## src/rtl/block_pkg.sv

```systemverilog
//------------------------------------------------------------------------------
// Module   : block_pkg
// Purpose  : Shared encodings, states and constants for the block word stream.
// Revision : 1.0 - initial release
//------------------------------------------------------------------------------
`default_nettype none

package block_pkg;

  localparam logic [1:0] CMD_BEGIN = 2'b00;
  localparam logic [1:0] CMD_END   = 2'b01;
  localparam logic [1:0] CMD_A     = 2'b10;
  localparam logic [1:0] CMD_SEP   = 2'b11;

  typedef enum logic [1:0] {
    ST_IDLE  = 2'd0,
    ST_CHAR  = 2'd1,
    ST_SPACE = 2'd2
  } state_t;

  localparam logic [7:0] ASCII_SPACE = 8'h20;
  localparam int         CASE_BIT    = 5;

  localparam int DEPTH_W = 4;
  localparam int INDEX_W = 3;
  localparam int MASK_W  = 5;

  localparam logic [DEPTH_W-1:0] DEPTH_ZERO = '0;
  localparam logic [DEPTH_W-1:0] DEPTH_ONE  = {{(DEPTH_W-1){1'b0}}, 1'b1};
  localparam logic [DEPTH_W-1:0] DEPTH_MAX  = {DEPTH_W{1'b1}};

endpackage

`default_nettype wire

```

## src/rtl/block_word_rom.sv

```systemverilog
//------------------------------------------------------------------------------
// Module   : block_word_rom
// Purpose  : Maps (word, character index) to a lowercase ASCII code and a
//            last-character flag.
// Revision : 1.0 - initial release
//------------------------------------------------------------------------------
`default_nettype none

module block_word_rom
  import block_pkg::*;
(
  input  logic [1:0]         cmd,
  input  logic [INDEX_W-1:0] index,
  output logic [7:0]         ch,
  output logic               last
);

  always_comb begin
    ch   = 8'h00;
    last = 1'b1;
    case (cmd)
      CMD_BEGIN: begin
        last = (index == 3'd4);
        case (index)
          3'd0:    ch = "b";
          3'd1:    ch = "e";
          3'd2:    ch = "g";
          3'd3:    ch = "i";
          3'd4:    ch = "n";
          default: ch = 8'h00;
        endcase
      end
      CMD_END: begin
        last = (index == 3'd2);
        case (index)
          3'd0:    ch = "e";
          3'd1:    ch = "n";
          3'd2:    ch = "d";
          default: ch = 8'h00;
        endcase
      end
      CMD_A: begin
        last = (index == 3'd0);
        ch   = (index == 3'd0) ? 8'h61 : 8'h00;
      end
      default: begin
        last = 1'b1;
        ch   = 8'h00;
      end
    endcase
  end

endmodule

`default_nettype wire

```

## src/rtl/block_stream_gen.sv

```systemverilog
//------------------------------------------------------------------------------
// Module   : block_stream_gen
// Purpose  : Emits begin/end/a words as an ASCII stream, one character per
//            cycle, and tracks begin/end nesting depth and balance.
// Revision : 1.0 - initial release
//------------------------------------------------------------------------------
`default_nettype none

module block_stream_gen
  import block_pkg::*;
(
  input  logic               clk,
  input  logic               reset,
  input  logic               cmd_valid,
  input  logic [1:0]         cmd,
  input  logic [MASK_W-1:0]  case_mask,
  output logic               cmd_ready,
  output logic [7:0]         out,
  output logic               out_valid,
  output logic [DEPTH_W-1:0] depth,
  output logic               balanced
);

  state_t               r_state;
  state_t               w_state_next;
  logic [INDEX_W-1:0]   r_index;
  logic [INDEX_W-1:0]   w_index_next;
  logic [1:0]           r_cmd;
  logic [MASK_W-1:0]    r_mask;
  logic                 r_cmd_ready;
  logic [DEPTH_W-1:0]   r_depth;
  logic                 r_error;
  logic                 r_balanced;

  logic                 w_accept;
  logic [7:0]           w_char;
  logic [7:0]           w_char_cased;
  logic                 w_last;
  logic [MASK_W-1:0]    w_sel;
  logic                 w_upper;

  assign w_accept = cmd_valid & r_cmd_ready;

  block_word_rom u_rom (
    .cmd   (r_cmd),
    .index (r_index),
    .ch    (w_char),
    .last  (w_last)
  );

  assign w_sel   = {{(MASK_W-1){1'b0}}, 1'b1} << r_index;
  assign w_upper = |(r_mask & w_sel);

  always_comb begin
    w_char_cased = w_char;
    if (w_upper) begin
      w_char_cased[CASE_BIT] = 1'b0;
    end
  end

  always_comb begin
    w_state_next = r_state;
    w_index_next = r_index;
    out          = 8'h00;
    out_valid    = 1'b0;
    case (r_state)
      ST_IDLE: begin
        if (w_accept) begin
          w_index_next = '0;
          w_state_next = (cmd == CMD_SEP) ? ST_SPACE : ST_CHAR;
        end
      end
      ST_CHAR: begin
        out       = w_char_cased;
        out_valid = 1'b1;
        if (w_last) begin
          w_index_next = '0;
          w_state_next = ST_SPACE;
        end else begin
          w_index_next = r_index + 3'd1;
        end
      end
      ST_SPACE: begin
        out          = ASCII_SPACE;
        out_valid    = 1'b1;
        w_state_next = ST_IDLE;
      end
      default: begin
        w_index_next = '0;
        w_state_next = ST_IDLE;
      end
    endcase
  end

  // Ready is a flop fed from next-state, so it never depends on cmd_valid in the same cycle.
  always_ff @(posedge clk or negedge reset) begin
    if (!reset) begin
      r_state     <= ST_IDLE;
      r_index     <= '0;
      r_cmd_ready <= 1'b1;
    end else begin
      r_state     <= w_state_next;
      r_index     <= w_index_next;
      r_cmd_ready <= (w_state_next == ST_IDLE);
    end
  end

  always_ff @(posedge clk or negedge reset) begin
    if (!reset) begin
      r_cmd  <= CMD_SEP;
      r_mask <= '0;
    end else if (w_accept) begin
      r_cmd  <= cmd;
      r_mask <= case_mask;
    end
  end

  // Nesting bookkeeping commits only when the trailing space goes out, so an aborted word leaves no trace.
  always_ff @(posedge clk or negedge reset) begin
    if (!reset) begin
      r_depth    <= DEPTH_ZERO;
      r_error    <= 1'b0;
      r_balanced <= 1'b1;
    end else if (r_state == ST_SPACE) begin
      case (r_cmd)
        CMD_BEGIN: begin
          r_balanced <= 1'b0;
          if (r_depth == DEPTH_MAX) begin
            r_error <= 1'b1;
          end else begin
            r_depth <= r_depth + DEPTH_ONE;
          end
        end
        CMD_END: begin
          if (r_depth == DEPTH_ZERO) begin
            r_error    <= 1'b1;
            r_balanced <= 1'b0;
          end else begin
            r_depth    <= r_depth - DEPTH_ONE;
            r_balanced <= (r_depth == DEPTH_ONE) && !r_error;
          end
        end
        default: begin
          r_depth <= r_depth;
        end
      endcase
    end
  end

  assign cmd_ready = r_cmd_ready;
  assign depth     = r_depth;
  assign balanced  = r_balanced;

endmodule

`default_nettype wire

```

## config.mk

```make
export PLATFORM = sky130hd
export DESIGN_NAME = block_stream_gen
export DESIGN_NICKNAME = d
export VERILOG_FILES = /design/src/rtl/block_pkg.sv /design/src/rtl/block_word_rom.sv /design/src/rtl/block_stream_gen.sv
export SDC_FILE = /design/constraint.sdc
export NUM_CORES = 1
export LEC_CHECK = 0
export BUFFER_PORTS_ARGS = -buffer_cell sky130_fd_sc_hd__clkbuf_2
export CORE_MARGIN = 4
export CORE_UTILIZATION = 59
export DETAILED_ROUTE_END_ITERATION = 8
export GPL_TIMING_DRIVEN = 0
export PLACE_DENSITY = 0.84
export SETUP_SLACK_MARGIN = 0.4
export SLEW_MARGIN = 20
export SYNTH_ARGS = -nofsm -noshare
export SYNTH_HDL_FRONTEND = slang
export SYNTH_HIERARCHICAL = 1
export SYNTH_SLANG_ARGS = --single-unit
```

## constraint.sdc

```tcl
create_clock -name clk -period 2.4 [get_ports clk]
set_input_delay 0.36 -clock clk [delete_from_list [all_inputs] [get_ports clk]]
set_output_delay 0.36 -clock clk [all_outputs]
set_load 0.1 [all_outputs]
```

[Word level (Yosys, flattened, before mapping)]
Cells that the tools add are included.
Cells by class
  add/subtract/negate cells: 3
  eq/ne operators: 16
  shift-type cells: 1
  muxes and demuxes: 23
  bitwise gates (word level): 3
  reduce and logical (&&, ||, !) cells: 14
Operator list (number)
  $pmux 7 s5: 1
  $pmux 8 s3: 1
  $pmux 7 s3: 1
  $pmux 8 s2: 1
  $ne 2x2->1 const B: 5
  $pmux 3 s3: 1
  $mux 4: 2
  $pmux 4 s2: 1
  $reduce_and 4->1: 2
  $mux 7: 1
  $eq 2x2->1 const B: 3
  $eq 3x2->1 const B: 2
  $logic_not 2->1: 3
  $mux 2: 3
  $mux 3: 2
  $and 5x5->5: 1
  $mux 1: 5
  $reduce_or 5->1: 1
  $shl 1x3->5 const A: 1
  $add 4x1->4 const B: 1
  $eq 2x1->1 const B: 2
  $eq 4x1->1 const B: 1
  $eq 4x4->1 const B: 1
  $logic_not 4->1: 1
  15 further kinds: 17
Storage, ports and cells
  register bits after elaboration: 19
  input port bits: 10
  logic and storage cells: 68

[Longest topological paths before layout]
Gate-level depths: netlist of run 1.
  depth after elaboration: 5
  gate-level depth with buffers: 8
  gate-level depth less buffers: 7

[Hierarchy]
Netlist of run 1, hierarchy kept.
Modules (own cells, without submodules)
  block_stream_gen: instances 1, cells each 103, area an instance 1104.8 um^2, sequential area each 480.5 um^2
  block_word_rom: instances 1, cells each 37, area an instance 224.0 um^2, sequential area each 0.0 um^2

[Worst setup path before layout of run 1]
No wires, ideal clock.
  path kind: reg2out
  start point: register r_state[1]
  end point: output out[0]
  data arrival time: 2259 ps
  path slack: -219 ps
  cell stages (with the launch flop): 4
  cell sequence: dfrtp_1 -> inv_1 -> ha_1 -> and3_1
Between the ends
  longest elaborated chain between the ends: 2
  elaborated cells between the ends (all ways): 3
  classes of those cells: eq/ne (2); mux (1)
Ends and longest elaborated chain
  from (decl): line block_stream_gen.sv:24  | state_t r_state;
  from (signal assigned): line block_stream_gen.sv:102  | r_state <= w_state_next;
  $eq 2x2->1 or $eq 2x1->1 (tied branches): line block_stream_gen.sv:66  | case (r_state)
  $pmux 8 s2 (*): line block_stream_gen.sv:66
  to (decl): line block_stream_gen.sv:18  | output logic [7:0] out,
Every way passes the cells marked *; elsewhere a longest branch is shown, timed or not.

[Worst setup path in the final report of run 1]
  start point: register r_cmd[0]
  end point: output out[3]
Between the ends
  longest elaborated chain between the ends: 3
  elaborated cells between the ends (all ways): 5
  classes of those cells: eq/ne (2); mux (2); reduce/logical (1)
Ends and longest elaborated chain
  from (decl): line block_stream_gen.sv:28  | logic [1:0] r_cmd;
  from (signal assigned): line block_stream_gen.sv:113  | r_cmd <= cmd;
  $eq 2x2->1, or another cell as far along: line block_word_rom.sv:21  | case (cmd)
  $pmux 8 s3 (*): line block_word_rom.sv:21
  named net w_char[3]: line block_stream_gen.sv:36  | logic [7:0] w_char;
  $pmux 8 s2 (*): line block_stream_gen.sv:66
The timed path passes the listed nets; every way through them passes the cells marked *.

==> run metrics, run 1 <==
outcome finished, violations left; failing checks negative hold slack; Tightest Hold Check Type input pin to asynchronous set/reset pin; I/O pins 25; number of global-route vias before repair 1179; share of cells above drive strength 1 45.81%; synthesized area 1329 um2; CP peak stage delay 0.59 ns; Sum Neg Setup Slack 0 ns; fmax 433.7 MHz; largest net degree at the start of global routing 20; Max-cap violations 0; # DRC 0; cell at the root of the clock tree clkbuf_4; Die W 55.46 um; syn_area_per_cell 9.491 um2; most common cell after layout, fill and taps aside buf_4; input/output buffers 22; Finish-stage setup viols 0; r2r startpoint r_cmd[0]$_DFFE_PN1N_; crit end category output pin; Wirelength per Cell 16.60 um; GP Congestion 0.7714; Setup CP Type flip-flop to output pin; Area growth syn-to-layout 36.16%; antenna-violating nets left 0; hold_buf cts 0; Clock Path Buffers 2; clock sink count 19; critical path's slowest cell dfstp_2; Skew-Pair Late Insertion Delay 0.30 ns; slew of the pin with the lowest slew margin 0.9742 ns; max-slew violation count 0; RSZ-0062 raised after global routing yes; area taken by flip-flops and latches 483.0 um2; period utilization 96.07%; Post-Synth Adder-Cell Area 10.36%; Die H 55.46 um; first-pass GRT wire length 5347 um; core box area 2042 um2; multi-input logic area 830.8 um2; post-synthesis sequential area ratio 36.16%; DP Wirelength 1980 um; Total Routing Usage GR 21.15%; Reg2Reg Depth 8; WHS -0.004526 ns; Synth Instances 140; post-route minimum period 2.306 ns; most frequent cells in the layout buf_4, clkbuf_2, dfrtp_1; xor and xnor fraction of the mapped netlist area 2.637%; Initial Util 65.07%; wirelength, routed 3420 um; Worst EP required 2.04 ns; nets 201; vias per cell 5.995; CTS tree yes; mux contribution to synthesized area 7.533%; Site Rows 16; arrival time at the worst endpoint 1.95 ns; FF+latch count, synth 19; compound-gate portion of the synthesized area 16.85%; relative slew slack 35.28%; FF-to-FF setup slack 0.45 ns; drt pass-1 iters 4; Die ar. 3075 um2; antenna violations before repair 0; grt ovf 0; Worst Setup Start Kind flip-flop; largest family of logic cells by synthesized area simple AND/OR/NAND/NOR gates; H-Tree Depth 1; crit-path max FO 5; Ys Warns 6; filler instances 105; Post-synth EDFFs 0; crit-path cells buf_6 > buf_4 > xor2_1 > nand3b_1 > a21oi_1 > and3_4 > clkbuf_16; 1st-iter DRT viols 43; clock skew 0.007454 ns; ys async rst share 100.0%; Antenna Cells 0; post-synthesis simple-gate area fraction 18.93%; Reg clk slew, reported paths 0.11 ns; count of cell types in the netlist 44; FF-to-FF End cmd_ready$_DFF_PN1_; total number of vias 1235; Final Hold Violating Endpoints 6; ys flop type dfrtp_1; TritonCTS buffer count 3
-- synth_stat cells, types with 4 or more instances --
master	n	share of area, %
nand2b_1	5	2.4
inv_1	8	2.3
mux2_2	7	5.9
a21oi_1	8	3.0
dfrtp_1	15	28
o21ai_0	6	2.3
ha_1	11	10
buf_2	5	1.9
and3_1	7	3.3
o21ai_1	5	1.9
nor2_1	6	1.7
dfstp_2	4	7.9
nand2_1	7	2.0
-- flip-flops by register name (all words and copies together) (netlist names) --
| register | cells |
|---|---|
| balanced | 1 |
| cmd_ready | 1 |
| depth | 4 |
| r_cmd | 2 |
| r_error | 1 |
| r_index | 3 |
| r_mask | 5 |
| r_state | 2 |
-- worst max-delay path by stage --
stage	start	endpoint	cells past startpoint
after floorplan	r_state[1]$_DFF_PN0_	out[0]	3
after global placement	r_cmd[0]$_DFFE_PN1N_	out[5]	8
after detailed placement	r_cmd[0]$_DFFE_PN1N_	out[5]	8
after CTS	r_cmd[0]$_DFFE_PN1N_	out[5]	8
after global routing	r_cmd[0]$_DFFE_PN1N_	out[5]	9
final	r_cmd[0]$_DFFE_PN1N_	out[3]	7
-- repair_timing --
action                                  CTS  global route
endpoints found under the setup margin    7            10
pin swaps                                 6             6
gates cloned                              1             0
hold endpoints to repair                  0             0
gates resized for setup                  31            12
buffers inserted                          7             4
-- metal layers --
| metal | global-route usage, % | share of wire (%) | wire [um] |
|---|---|---|---|
| met5 | 0 | 0 | 0 |
| met4 | 5.556 | 2.7 | 92 |
| met3 | 4.196 | 8.3 | 283 |
| met2 | 34.63 | 48 | 1632 |
| met1 | 28.38 | 41 | 1411 |
-- logic make-up (layout without fill, tap and decap cells) --
logic type / Yosys count / count (layout)
other: 1 / 2
buffers and inverters: 19 / 57
AO/OA/AOI/OAI: 34 / 34
XOR/XNOR: 4 / 4
AND/OR/NAND/NOR: 43 / 43
multiplexers: 9 / 9
adder cells (fa/ha/maj): 11 / 11
flip-flops: 19 / 19
-- per-stage QoR --
step / area [um2] / setup WS [ns] / utilization (%) / hold slack (ns) / std cells
6_report: 1809 / 0.09439 / 88.60 / -0.004526 / 206
5_1_grt: 1809 / 0.02410 / 88.60 / 0.01698 / 206
4_1_cts: 1733 / 0.09057 / 84.87 / 0.005469 / 202
3_5_place_dp: 1489 / 0.1042 / 72.92 / 0.3397 / 190
3_3_place_gp: 1489 / 0.1512 / 72.92 / 0.3274 / 190
2_1_floorplan: 1345 / 0.3147 / - / 0.06441 / 141
-- worst max-delay path: cells and delay by family, from the launching register on --
family	cells	cell delay (ns)
buf+inv	3	0.42
simple gates	2	0.32
compound gates	1	0.17
xor+xnor	1	0.15
flops	1	0.59
-- cell type report --
cell class,count,area share (%)
Multi-Input combinational cell,103,45.92
Sequential cell,19,26.69
Timing Repair Buffer,34,17.84
Buffer,10,4.357
Inverter,9,1.867
Tap cell,27,1.867
Clock buffer,4,1.452
Power of run 1 is left out: the tool's default activity adds up to more than one toggle a clock period on the data nets, which glitch-free logic cannot reach.
==> run 2, diff against run 1 <==
- CORE_UTILIZATION: 59 -> 49
- PLACE_DENSITY: 0.84 -> 0.75
- clock period: 2.4 -> 2 ns (I/O delays scaled with it)
==> run 2 against run 1 <==
  * The flow finishes with violations (negative setup slack)
  * Worst hold slack gained 0.22 ns
  * Final cell count grew 1.9%
  * Non-clock buffer count grew 1
  * Critical path depth grew 1
  * Setup slack lost 0.40 ns
  * Wire length grew 9.5%
  * Via count shrank 0.40%
  * First-iteration DRC count grew 84%
  * Clock-buffer cell count is the same
  * Largest cell class unchanged
  * Highest routed layer unchanged
==> run metrics, run 2 (synthesis gave the netlist of run 1 again) <==
period utilization 115.5%; Die ar. 3609 um2; Initial Util 52.68%; max-slew violation count 0; number of global-route vias before repair 1211; antenna-violating nets left 0; CTS tree yes; first-pass GRT wire length 5292 um; Final Hold Violating Endpoints 0; WHS 0.2192 ns; drt pass-1 iters 4; Worst Setup Start Kind flip-flop; Max-cap violations 0; Reg2Reg Depth 8; cell at the root of the clock tree clkbuf_4; arrival time at the worst endpoint 2.01 ns; Die H 60.08 um; input/output buffers 22; Non-Filler Instances 210; Wirelength per Cell 17.83 um; most frequent cells in the layout clkbuf_2, buf_4, dfrtp_1; crit-path max FO 6; Site Rows 18; largest net degree at the start of global routing 20; Die W 60.08 um; # DRC 0; TritonCTS buffer count 3; crit end category output pin; DP Wirelength 2147 um; Worst EP required 1.70 ns; vias per cell 5.857; Reg clk slew, reported paths 0.11 ns; relative slew slack 35.61%; Clock Path Buffers 2; Area growth syn-to-layout 47.65%; Antenna Cells 0; total number of vias 1230; Setup CP Type flip-flop to output pin; core box area 2522 um2; slew of the pin with the lowest slew margin 0.9693 ns; failing checks negative setup slack; I/O pins 25; share of cells above drive strength 1 53.89%; GP Congestion 0.8115; max reg flops 5; clock sink count 19; Tightest Hold Check Type input pin to flip-flop; post-route minimum period 2.310 ns; Biggest register r_mask; RSZ-0062 raised after global routing yes; Skew-Pair Late Insertion Delay 0.30 ns; antenna violations before repair 0; Finish-stage setup viols 6; final worst slack -0.3100 ns; clock skew 0.003880 ns; nets 202; grt ovf 0; most common cell after layout, fill and taps aside clkbuf_2; Total Routing Usage GR 19.26%; pre-CTS WS -0.3007 ns; wirelength, routed 3745 um; 1st-iter DRT viols 79; outcome finished, violations left; Inst Count DP 193; fmax 432.9 MHz; Sum Neg Setup Slack -1.415 ns; Hold Crit Depth 2; H-Tree Depth 1
==> run 2: cell count changes in the layout (fill, tap and decap cells not counted), moves of 3 or more <==
cell	previous run	this run
inv_1	8	5
buf_6	3	8
buf_4	17	11
clkbuf_2	16	13
ha_4	0	3
dfrtp_1	13	10
ha_1	10	7
==> run 2: final cells by class <==
type | instances | area, um2
multi-input cells | 103 | 907.1
fillers | 161 | 560.5
flip-flops and latches | 19 | 491.7
repair buffers | 35 | 370.4
plain buffers | 10 | 82.58
inverters | 9 | 46.29
well taps | 30 | 37.54
clock buffers | 4 | 26.28
==> run 2: critical path: stages, from the launching register on <==
cell       delay (ns)
dfrtp_1          0.44
buf_6            0.15
and2_4           0.14
a2bb2oi_2        0.13
o21ai_2          0.19
o2111ai_2        0.16
a21oi_2          0.15
o21a_4           0.14
clkbuf_16        0.19
==> run 2: metal layers <==
| metal | vias up | part of all wire (%) | global-route usage (%) |
|---|---|---|---|
| met4 | 0 | 3.0 | 3.797 |
| met3 | 10 | 3.7 | 4.536 |
| met2 | 36 | 53 | 36.57 |
| met1 | 607 | 40 | 21.52 |
| met5 | - | 0 | 0 |
| li1 | 577 | - | - |
==> run 2: per-stage QoR <==
step / cell area, um2 / util [%]
after floorplan: 1425 / -
after global placement: 1573 / 62.35
after detailed placement: 1573 / 62.35
after CTS: 1834 / 72.72
after global routing: 1962 / 77.78
final: 1962 / 77.78
==> run 2: worst paths after layout <==
path / start / end / slack (ns)
setup reg to reg: r_cmd[0]$_DFFE_PN1N_ / r_index[2]$_DFFE_PN0P_ / 0.16
hold reg to reg: balanced$_DFFE_PN1P_ / balanced$_DFFE_PN1P_ / 0.47
max in group asynchronous: reset / depth[0]$_DFFE_PN0P_ / 1.15
setup / recovery: r_index[0]$_DFFE_PN0P_ / out[5] / -0.31
min in group asynchronous: reset / r_mask[4]$_DFFE_PN0N_ / 0.48
hold / removal: case_mask[0] / r_mask[0]$_DFFE_PN0N_ / 0.22
==> run 2: repair_timing <==
item                                    4_1_cts  5_1_grt
hold buffers                                  1        0
gates resized for setup                      32       27
pin swaps                                     5        9
setup buffers                                 7        5
hold endpoints to repair                     15        0
endpoints found under the setup margin       16       17
Power of run 2 is left out for the same reason.
==> run 3, diff against run 2 <==
- BUFFER_PORTS_ARGS: -buffer_cell sky130_fd_sc_hd__clkbuf_2 -> -buffer_cell sky130_fd_sc_hd__buf_2
- CELL_PAD_IN_SITES_DETAIL_PLACEMENT: default -> 1
- CELL_PAD_IN_SITES_GLOBAL_PLACEMENT: default -> 2
- CORE_UTILIZATION: 49 -> 30
- PLACE_DENSITY: 0.75 -> default
- PLACE_DENSITY_LB_ADDON: default -> 0.1
==> run 3 against run 2 <==
  * Largest cell class unchanged
  * Global-route usage shrank 5.8 points
  * Flip-flop and latch count is the same
  * Setup slack gained 0.13 ns
  * Critical endpoint unchanged
  * Wire length shrank 7.4%
  * Sequential share of layout area shrank 0.36 points
  * Final cell count grew 11%
  * Clock-buffer cell count is the same
  * The flow still finishes with violations (negative setup slack)
  * Maximum frequency grew 6.1%
  * Core utilization shrank 30 points
  * Final area grew 1.2%
  * First-iteration DRC count shrank 54%
==> run metrics, run 3 (synthesis gave the netlist of run 1 again) <==
outcome finished, violations left; failing checks negative setup slack; # DRC 0; Reg clk slew, reported paths 0.07 ns; largest net degree at the start of global routing 20; CP peak stage delay 0.42 ns; H-Tree Depth 1; core box area 4144 um2; Reg2Reg Depth 10; Clock Path Buffers 2; GP Congestion 0.7573; Die H 74.55 um; Max-cap violations 0; Area growth syn-to-layout 49.43%; Biggest register r_mask; Total Routing Usage GR 13.43%; Initial Util 32.07%; crit path capture out[5]; arrival time at the worst endpoint 1.88 ns; nets 205; FF-to-FF setup slack 0.14 ns; DP Wirelength 2420 um; crit-path cells buf_6 > and2_4 > a2bb2oi_2 > o21ai_2 > o2111ai_1 > a21oi_1 > o21a_4 > buf_12; Die ar. 5558 um2; Die W 74.55 um; crit path launch r_index[0]$_DFFE_PN0P_; FF-to-FF End cmd_ready$_DFF_PN1_; post-route minimum period 2.178 ns; crit-path max FO 8; input/output buffers 22; most frequent cells in the layout buf_2, buf_4, dfrtp_1; Worst EP required 1.70 ns; relative slew slack 35.04%; Sum Neg Setup Slack -0.7768 ns; Setup CP Type flip-flop to output pin; Antenna Cells 0; max reg flops 5; filler instances 471; first-pass GRT wire length 5823 um; CTS tree yes; crit-path leading delay family compound AO/OA/AOI/OAI gates; fmax 459.1 MHz; r2r startpoint r_cmd[0]$_DFFE_PN1N_; Skew-Pair Late Insertion Delay 0.26 ns; critical path's slowest cell dfrtp_1; cell at the root of the clock tree clkbuf_8; min-delay src case_mask[3]; slew of the pin with the lowest slew margin 0.9779 ns; Finish-stage setup viols 6; TritonCTS buffer count 3; final worst slack -0.1782 ns; WP depth 8; antenna-violating nets left 0; I/O pins 25; 1st-iter DRT viols 36; Final Hold Violating Endpoints 0; Design Area, Final 1986 um2; vias per cell 5.116; grt ovf 0; RSZ-0062 raised after global routing yes; period utilization 108.9%; Site Rows 23; clock skew 0.007234 ns; clock sink count 19; Tightest Hold Check Type input pin to flip-flop; Wirelength per Cell 14.88 um; wirelength, routed 3468 um; Post-DP Area 1598 um2; antenna violations before repair 0; most common cell after layout, fill and taps aside buf_2; Worst Setup Start Kind flip-flop; share of cells above drive strength 1 56.28%; max-slew violation count 0; worst path bufs/invs 2; crit end category output pin; number of global-route vias before repair 1243; total number of vias 1192; drt pass-1 iters 4
==> run 3: cell types whose count changed in the layout (fill, tap and decap cells not counted), sizes merged <==
cell,change
buf,+24
clkbuf,-21
==> run 3: how the worst min path moves through the flow <==
stage                            endpoint  cells past startpoint
finish              r_mask[3]$_DFFE_PN0N_                      2
global route        r_mask[3]$_DFFE_PN0N_                      2
floorplan            depth[2]$_DFFE_PN0P_                      0
detailed placement   depth[0]$_DFFE_PN0P_                      1
global placement     depth[1]$_DFFE_PN0P_                      1
CTS                 r_mask[3]$_DFFE_PN0N_                      2
==> run 3: per-layer routing <==
metal | global-route usage (%) | vias to the layer above | share of wire [%]
li1 | - | 585 | -
met1 | 17.60 | 561 | 46
met2 | 21.85 | 33 | 45
met3 | 3.243 | 13 | 5.7
met4 | 4.150 | 0 | 3.0
met5 | 0 | - | 0
==> run 3: what timing repair did <==
item,CTS,global route
setup endpoints to repair,15,16
setup buffers,12,3
hold buffers,1,0
pin swaps,4,7
resized for setup,38,24
endpoints found under the hold margin,9,0
==> run 3: area by class of cell <==
type	instances	area (um2)	share of cell area [%]
Tap cell	50	62.56	3.151
Multi-Input combinational cell	103	910.9	45.87
Buffer	10	81.33	4.096
Inverter	9	38.79	1.953
Timing Repair Buffer	38	356.6	17.96
Sequential cell	19	490.5	24.70
Clock buffer	4	45.04	2.268
==> run 3: per-stage QoR <==
step / hold slack (ns) / utilization [%] / cells / setup WS, ns
after CTS: 0.2693 / 45.29 / 230 / -0.1780
after detailed placement: 0.2781 / 38.56 / 213 / -0.2963
final: 0.2739 / 47.92 / 233 / -0.1782
after floorplan: 0.004409 / - / 141 / 0.1660
after global placement: 0.2700 / 38.56 / 213 / -0.2447
after global routing: 0.2722 / 47.92 / 233 / -0.2594
==> run 3: worst reg2reg max path: stages (launching register included) <==
cell,delay [ns]
dfstp_2,0.57
buf_6,0.14
buf_6,0.12
buf_6,0.09
nor3_2,0.03
nand3b_1,0.12
o311ai_4,0.13
buf_4,0.16
o21ai_0,0.18
o21ai_1,0.12
nor2_1,0.14
Power of run 3 is left out for the same reason.
